### config.mk
export PLATFORM = sky130hd
export DESIGN_NAME = game_ctrl
export DESIGN_NICKNAME = d
export VERILOG_FILES = /design/src/rtl/game_ctrl.sv
export SDC_FILE = /design/constraint.sdc
export NUM_CORES = 1
export LEC_CHECK = 0
export BUFFER_PORTS_ARGS = -buffer_cell sky130_fd_sc_hd__buf_2
export CORE_MARGIN = 10
export CORE_UTILIZATION = 25
export CTS_BUF_LIST = sky130_fd_sc_hd__clkbuf_16
export DETAILED_ROUTE_END_ITERATION = 8
export GPL_TIMING_DRIVEN = 1
export PLACE_DENSITY = 0.53
export RECOVER_POWER = 100
export SLEW_MARGIN = 20
export SYNTH_ARGS = -nofsm -noshare
export SYNTH_HDL_FRONTEND = slang
export SYNTH_SLANG_ARGS = --single-unit
### constraint.sdc
create_clock -name clk -period 3.8 [get_ports clk]
set_input_delay 0.38 -clock clk [delete_from_list [all_inputs] [get_ports clk]]
set_output_delay 0.38 -clock clk [all_outputs]
set_load 0.03 [all_outputs]
### src/rtl/game_ctrl.sv
// Quiz-game controller: setup, buzz arbitration, answer window, scoring.
// Four-player score board with fixed-priority buzz-in and a timed answer slot.
module game_ctrl #(
  parameter int unsigned TIMEOUT = 50
) (
  input  logic       clk,
  input  logic       rst,
  input  logic       tick_100ms,
  input  logic       start,
  input  logic [2:0] cfg_count,
  input  logic [6:0] cfg_target,
  input  logic [3:0] buzz,
  input  logic       judge_ok,
  input  logic       judge_bad,
  output logic [2:0] view,
  output logic [2:0] player_count,
  output logic [6:0] player1_score,
  output logic [6:0] player2_score,
  output logic [6:0] player3_score,
  output logic [6:0] player4_score,
  output logic [2:0] winner,
  output logic [2:0] answering,
  output logic [5:0] time_left
);

  typedef enum logic [1:0] {
    SETUP,
    READY,
    ANSWER,
    WIN
  } state_t;

  localparam logic [5:0] TO = 6'(TIMEOUT);

  state_t     state_q, state_d;
  logic [2:0] pc_q, pc_d;
  logic [6:0] tgt_q, tgt_d;
  logic [6:0] sc_q [4];
  logic [6:0] sc_d [4];
  logic [2:0] win_q, win_d;
  logic [2:0] ans_q, ans_d;
  logic [5:0] tl_q, tl_d;

  logic [3:0] en;
  logic [3:0] req;
  logic [1:0] idx;
  logic [6:0] cur;
  logic [6:0] inc;
  logic [6:0] dec;
  logic       ok;
  logic       bad;
  logic       expire;

  always_comb begin
    for (int i = 0; i < 4; i++) begin
      en[i] = (3'(i) < pc_q);
    end
    req    = buzz & en;
    idx    = ans_q[1:0] - 2'd1;
    cur    = sc_q[idx];
    inc    = (cur >= 7'd99) ? 7'd99 : cur + 7'd1;
    dec    = (cur == 7'd0) ? 7'd0 : cur - 7'd1;
    ok     = judge_ok & ~judge_bad;
    bad    = judge_bad & ~judge_ok;
    expire = tick_100ms & (tl_q == 6'd1);
  end

  always_ff @(posedge clk or negedge rst) begin
    if (!rst) begin
      state_q <= SETUP;
      pc_q    <= 3'd2;
      tgt_q   <= 7'd1;
      win_q   <= 3'd0;
      ans_q   <= 3'd0;
      tl_q    <= 6'd0;
      for (int i = 0; i < 4; i++) sc_q[i] <= 7'd0;
    end else begin
      state_q <= state_d;
      pc_q    <= pc_d;
      tgt_q   <= tgt_d;
      win_q   <= win_d;
      ans_q   <= ans_d;
      tl_q    <= tl_d;
      for (int i = 0; i < 4; i++) sc_q[i] <= sc_d[i];
    end
  end

  always_comb begin
    state_d = state_q;
    pc_d    = pc_q;
    tgt_d   = tgt_q;
    win_d   = win_q;
    ans_d   = ans_q;
    tl_d    = tl_q;
    for (int i = 0; i < 4; i++) sc_d[i] = sc_q[i];
    unique case (state_q)
      SETUP: begin
        if (start) begin
          if (cfg_count < 3'd2)      pc_d = 3'd2;
          else if (cfg_count > 3'd4) pc_d = 3'd4;
          else                       pc_d = cfg_count;
          if (cfg_target == 7'd0)      tgt_d = 7'd1;
          else if (cfg_target > 7'd99) tgt_d = 7'd99;
          else                         tgt_d = cfg_target;
          for (int i = 0; i < 4; i++) sc_d[i] = 7'd0;
          win_d   = 3'd0;
          state_d = READY;
        end
      end
      READY: begin
        // Fixed priority: player 1 wins simultaneous buzzes.
        if (req != 4'd0) begin
          if (req[0])      ans_d = 3'd1;
          else if (req[1]) ans_d = 3'd2;
          else if (req[2]) ans_d = 3'd3;
          else             ans_d = 3'd4;
          tl_d    = TO;
          state_d = ANSWER;
        end
      end
      ANSWER: begin
        if (ok) begin
          sc_d[idx] = inc;
          ans_d     = 3'd0;
          tl_d      = 6'd0;
          if (inc >= tgt_q) begin
            win_d   = ans_q;
            state_d = WIN;
          end else begin
            state_d = READY;
          end
        end else if (bad || expire) begin
          sc_d[idx] = dec;
          ans_d     = 3'd0;
          tl_d      = 6'd0;
          state_d   = READY;
        end else if (tick_100ms) begin
          tl_d = tl_q - 6'd1;
        end
      end
      WIN: begin
        if (start) state_d = SETUP;
      end
      default: state_d = SETUP;
    endcase
  end

  always_comb begin
    unique case (state_q)
      SETUP:   view = 3'd0;
      WIN:     view = 3'd2;
      default: view = 3'd1;
    endcase
  end

  assign player_count  = pc_q;
  assign player1_score = sc_q[0];
  assign player2_score = sc_q[1];
  assign player3_score = sc_q[2];
  assign player4_score = sc_q[3];
  assign winner        = win_q;
  assign answering     = ans_q;
  assign time_left     = tl_q;

endmodule

=== Yosys cells after proc, flatten, opt, wreduce, memory -nomap -nowiden ===
Cells that the tools add are included.
Widths: inputs -> output; s select.

* Add/subtract/negate cells: 4
* $mul: 0
* Div/mod/pow operators: 0
* $lt $le $gt $ge: 11
* Equality and inequality tests: 11
* Shift-type cells: 0
* Muxes and demuxes: 41
* Bitwise gates (word level): 7
* Reductions and logical operators: 14

{| class="wikitable"
|+ Operator list
! kind !! number
|-
| $mux 28 || 3
|-
| $bwmux 28 || 2
|-
| $pmux 28 s2 || 1
|-
| $mux 7 || 7
|-
| $mux 3 || 11
|-
| $mux 6 || 4
|-
| $bmux 7 s2 || 1
|-
| $demux 7 s2 || 1
|-
| $logic_not 7->1 || 2
|-
| $mux 2 || 6
|-
| $pmux 3 s2 || 2
|-
| $pmux 6 s2 || 1
|-
| $ne 2x2->1 const B || 5
|-
| $reduce_and 3->1 || 3
|-
| $pmux 2 s4 || 1
|-
| $reduce_and 4->1 || 2
|-
| $add 7x1->7 const B || 1
|-
| $ge 7x7->1 || 1
|-
| $ge 7x7->1 const B || 1
|-
| $gt 7x7->1 const B || 1
|-
| $sub 7x1->7 const B || 1
|-
| $eq 6x1->1 const B || 1
|-
| $lt 1x3->1 const A || 2
|-
| $lt 2x3->1 const A || 2
|-
| other kinds (21) || 26
|}

* Register bits: 52
* Latch bits: 0
* Memory bits (writable): 0
* Memory bits (read-only): 0
* Logic and storage cells: 98
* Memories kept: 0

=== Depth between registers and ports, before layout ===
* Depth in word-level cells: 11
* Mapped depth: 16

=== Worst setup path before layout ===
Ideal clock, no wire load.

* Kind: reg2reg
* Start point: register ans_q[0] (netlist: answering[0])
* End point: register win_q[2] (netlist: winner[2])
* Arrival: 4.016 ns
* Slack: -0.354 ns
* Cell stages (with the launch flop): 16
* Period minus slack after synthesis: 4.154 ns
* Path through: dfrtp_1 buf_6 inv_1 ha_1 clkbuf_1 mux4_2 or3_1 buf_2 o21a_1 or2_4 ha_1 a21o_1 a21oi_1 o211ai_1 nor3b_1 or4_1

* Word-level cells in the longest chain between the ends: 10
* Elaborated cells between the ends (all ways): 11

{| class="wikitable"
|+ RTL lines
! what !! line !! RTL
|-
| start: declaration || 41 || <nowiki>logic [2:0] ans_q, ans_d;</nowiki>
|-
| start signal: assignment || 82 || <nowiki>ans_q <= ans_d;</nowiki>
|-
| $sub 2x1->2 (*) || 59 || <nowiki>idx = ans_q[1:0] - 2'd1;</nowiki>
|-
| $not 2->3 (not written as such) (*) || 60 || <nowiki>cur = sc_q[idx];</nowiki>
|-
| $bmux 7 s2 (*) || 60 ||
|-
| $mux 7 (not written as such) (*) (2 in series) || 60 ||
|-
| $add 7x1->7 or $ge 7x7->1 (tied branches) || 61 || <nowiki>inc = (cur >= 7'd99) ? 7'd99 : cur + 7'd1;</nowiki>
|-
| $mux 7 (*) || 61 ||
|-
| $ge 7x7->1 (*) || 126 || <nowiki>if (inc >= tgt_q) begin</nowiki>
|-
| $ne 2x2->1 (no source line) (*) || - ||
|-
| $reduce_and 4->1 (no source line) (*) || - ||
|-
| end signal: assignment || 81 || <nowiki>win_q <= win_d;</nowiki>
|-
| end: declaration || 40 || <nowiki>logic [2:0] win_q, win_d;</nowiki>
|}

Mark *: on every way between the ends. The rest lies on a longest branch, timed or not. The select of a mux whose other input is x is not followed.
A chain may end at the register's enable or synchronous reset.

=== Worst setup path after layout ===
* Start point: register ans_q[1] (netlist: answering[1])
* End point: register win_q[2] (netlist: winner[2])

The elaborated chain is that of the path after synthesis.

==> reports/qor.tcl <==
set qor(netlist-cell-type-count) 56
set qor(postSynthNetCount) 378
set qor(synth_largest_area_cell) {sky130_fd_sc_hd__dfrtp_1}
set qor(report.final.setup_viol) 0
set qor(wirelength_met1_mm) 4.25
set qor(postLayoutCoreUtil) 0.304
set qor(synth_enable_flop_cells) 0
set qor(cellLeakagePower_nw) 1.68
set qor(placer_s_final_routability_congestion_estimate) 0.854
set qor(setup_tns_ns) 0
set qor(critical_path.startpoint_type) {flop}
set qor(wl_mm) 9.66
set qor(grt_start_max_net_pins) 30
set qor(multi_input_area_um2) 1760
set qor(hold_path.class) {input pin to flop}
set qor(routed_wl_per_cell_um) 16.6
set qor(run_status) {finished, violations left}
set qor(grt_antenna_before_repair) 0
set qor(seq_area_frac_synth) 0.412
set qor(p_total_mw) 2.90
set qor(groute.usage.overall) 0.105
set qor(vias_per_cell) 4.92
set qor(synth_most_common_cell) {sky130_fd_sc_hd__nand2_1}
set qor(residual_overflow_from_global_routing) 0
set qor(synth.ff_latch_count) 52
set qor(routed-via-count) 2856
set qor(cts_tree) {yes}
set qor(fin_nets) 447
set qor(slew_headroom) -0.190
set qor(worst_ep_arrival_time_ns) 3.77
set qor(timing.critical_path.to_type) {flop}
set qor(num_cts_buffers) 5
set qor(synthesis.area_per_instance_um2) 9.35
set qor(whs_ns) 0.274
set qor(insertion_delay_ns) 0.30
set qor(floorplan.die.width_um) 132
set qor(ios) 66
set qor(area.growth.synth_to_final_pct) 20.5
set qor(r2r_end) {winner[2]$_DFFE_PN0P_}
set qor(dieArea_um2) 17500
set qor(finClkSkew_ns) 0.0113
set qor(synth_area_um2) 3160
set qor(post_synth_most_frequent_cells) {sky130_fd_sc_hd__nand2_1, sky130_fd_sc_hd__dfrtp_1, sky130_fd_sc_hd__o21ai_0}
set qor(placement_rows) 41
set qor(clock.fmax_mhz) 277
set qor(worst_r2r_startpoint) {answering[1]$_DFFE_PN0P_}
set qor(drc_errors) 0
set qor(worstHoldStart) {cfg_count[2]}
set qor(met2_wirelength_mm) 4.88
set qor(detailroute.wirelength.met3_um) 397
set qor(crit_fanout) 7
set qor(required_ns) 3.96
set qor(netlist_instances) 338
set qor(post-synth-top-area-fraction) 0.396
set qor(ys_async_sr_fraction) 1.00
set qor(yosys-top-cells-area) {sky130_fd_sc_hd__dfrtp_1, sky130_fd_sc_hd__ha_1, sky130_fd_sc_hd__nand2_1}
set qor(timing.final.crit_share) 0.950
set qor(highest-signal-layer) {met4}
set qor(holdPathEnd) {player_count[1]$_DFFE_PN1P_}
set qor(detail_route.first_pass.iterations) 4
set qor(starting_utilization_of_the_core_area) 0.253
set qor(clockBufferDepth) 2
set qor(critical_path_class) {flop to flop}
set qor(power.density_cell_area_nw_per_um2) 761
set qor(portBuffers) 64
set qor(timing_hold_violations_final) 0
set qor(htree_num_levels) 2
set qor(detailedRoute.firstIterationViolations) 188
set qor(reg2regPathDepth) 13
set qor(cell_at_the_root_of_the_clock_tree) {sky130_fd_sc_hd__clkbuf_16}
set qor(clock_sink_count) 52
set qor(antenna_violating_nets_post_route) 0
set qor(yosysWarnings) 0
set qor(first_global_vias) 2937
set qor(setup_repair_after_global_routing_missed_its_margin) {no}
set qor(die_y_um) 132
set qor(ir_worst_vdd_uv) 308
set qor(violated_checks) {max-capacitance violations, max-slew violations}
set qor(layout-drive-gt1-share) 0.130
set qor(hold_buffers) 0
set qor(dpl-instance-area_um2) 3720
set qor(num_antenna_cells) 0
set qor(cts.clk_slew.worst_paths_ns) 0.07
set qor(nFillCells) 1375
set qor(first_pass_grt_wire_length_mm) 15.2
set qor(maxSlewViolCount) 30
set qor(design_area_um2) 3810
set qor(core_region_area_um2) 12500
set qor(min_delay_path_depth) 2
set qor(seq_area_um2) 1310
set qor(worst-slew-pin-transition_ns) 1.78
set qor(tmin_final_ns) 3.61
set qor(synth_flop_cell) {sky130_fd_sc_hd__dfrtp_1}
set qor(hpwlAfterDp_mm) 7.47
set qor(maxCapViolations) 1
set qor(reg2reg_slack_ns) 0.19
-- layer usage --
layer	global-route usage	up-vias
met5	0	-
met4	0.0263	0
met3	0.0246	13
met2	0.187	63
met1	0.124	1426
li1	-	1354
-- worst max-delay path by stage --
stage / from / end / cells after the start
floorplan: answering[0]$_DFFE_PN0P_ / winner[2]$_DFFE_PN0P_ / 15
global placement: answering[0]$_DFFE_PN0P_ / winner[2]$_DFFE_PN0P_ / 12
detailed placement: answering[0]$_DFFE_PN0P_ / winner[2]$_DFFE_PN0P_ / 11
CTS: answering[0]$_DFFE_PN0P_ / winner[2]$_DFFE_PN0P_ / 13
global route: answering[1]$_DFFE_PN0P_ / winner[2]$_DFFE_PN0P_ / 13
finish: answering[1]$_DFFE_PN0P_ / winner[2]$_DFFE_PN0P_ / 13
-- through the flow --
step / setup slack, ns / instances
global placement: 0.250 / 569
floorplan: -0.00297 / 338
finish: 0.190 / 580
CTS: 0.123 / 577
detailed placement: 0.161 / 569
global route: 0.0101 / 580
-- area by class of cell --
class                      count  share of cell area
multi-input combinational    258               0.462
sequential                    52               0.343
timing repair buffer          73              0.0831
tap                          172              0.0565
clock buffer                   5              0.0328
inverter                      17              0.0174
clock inverter                 3             0.00525
-- worst max-delay path, cell delays in order, from the launching register on --
cell	delay [ns]
sky130_fd_sc_hd__dfrtp_2	0.40
sky130_fd_sc_hd__inv_1	0.11
sky130_fd_sc_hd__ha_4	0.34
sky130_fd_sc_hd__mux4_2	0.38
sky130_fd_sc_hd__or3_1	0.43
sky130_fd_sc_hd__o21a_1	0.20
sky130_fd_sc_hd__nor2_1	0.09
sky130_fd_sc_hd__ha_1	0.23
sky130_fd_sc_hd__nand2b_1	0.14
sky130_fd_sc_hd__a21o_1	0.17
sky130_fd_sc_hd__a21oi_1	0.13
sky130_fd_sc_hd__o211ai_1	0.15
sky130_fd_sc_hd__nor3b_2	0.18
sky130_fd_sc_hd__or4_1	0.52
-- registers in the layout (all words and copies together), names as in the netlist --
name           count
player4_score      7
answering          3
player2_score      7
player1_score      7
player3_score      7
player_count       3
tgt_q              7
time_left          6
state_q            2
winner             3
-- cell families (layout without fill, tap and decap cells) --
logic type / count (synthesis) / in the layout / synth area share
adder cells (fa/ha/maj): 21 / 21 / 0.0823
AND/OR/NAND/NOR: 124 / 124 / 0.184
multiplexers: 12 / 12 / 0.0720
buffers and inverters: 28 / 98 / 0.0372
XOR/XNOR: 7 / 7 / 0.0194
AO/OA/AOI/OAI: 93 / 93 / 0.192
flip-flops: 52 / 52 / 0.412
other: 1 / 1 / 0.00119
-- layout by cell type, fill, tap and decap left out, types with 5 or more instances in the layout --
cell type / instances
sky130_fd_sc_hd__nand2_1: 52
sky130_fd_sc_hd__clkbuf_1: 49
sky130_fd_sc_hd__dfrtp_1: 48
sky130_fd_sc_hd__o21ai_0: 35
sky130_fd_sc_hd__nor2_1: 21
sky130_fd_sc_hd__buf_2: 18
sky130_fd_sc_hd__inv_1: 17
sky130_fd_sc_hd__ha_1: 17
sky130_fd_sc_hd__a21oi_1: 15
sky130_fd_sc_hd__nand3_1: 12
sky130_fd_sc_hd__a21o_1: 7
sky130_fd_sc_hd__nor3_1: 6
sky130_fd_sc_hd__nand2b_1: 5
sky130_fd_sc_hd__o31ai_1: 5
sky130_fd_sc_hd__o211ai_1: 5
sky130_fd_sc_hd__nand4_1: 5
sky130_fd_sc_hd__clkbuf_16: 5
sky130_fd_sc_hd__buf_4: 5
-- report_power, final --
| part | leakage [nW] | switching, mW | total [mW] | internal, mW |
|---|---|---|---|---|
| registers | 0.683 | 0.161 | 0.871 | 0.710 |
| logic | 0.924 | 1.04 | 1.58 | 0.535 |
| clock network | 0.0712 | 0.211 | 0.454 | 0.243 |
| total | 1.68 | 1.41 | 2.90 | 1.49 |
-- timing repair --
| action | 4_1_cts | 5_1_grt |
|---|---|---|
| gates resized for setup | 0 | 1 |
| setup buffers | 0 | 3 |
| setup endpoints to repair | 0 | 1 |
No activity file was read; power rests on OpenSTA's default activity.
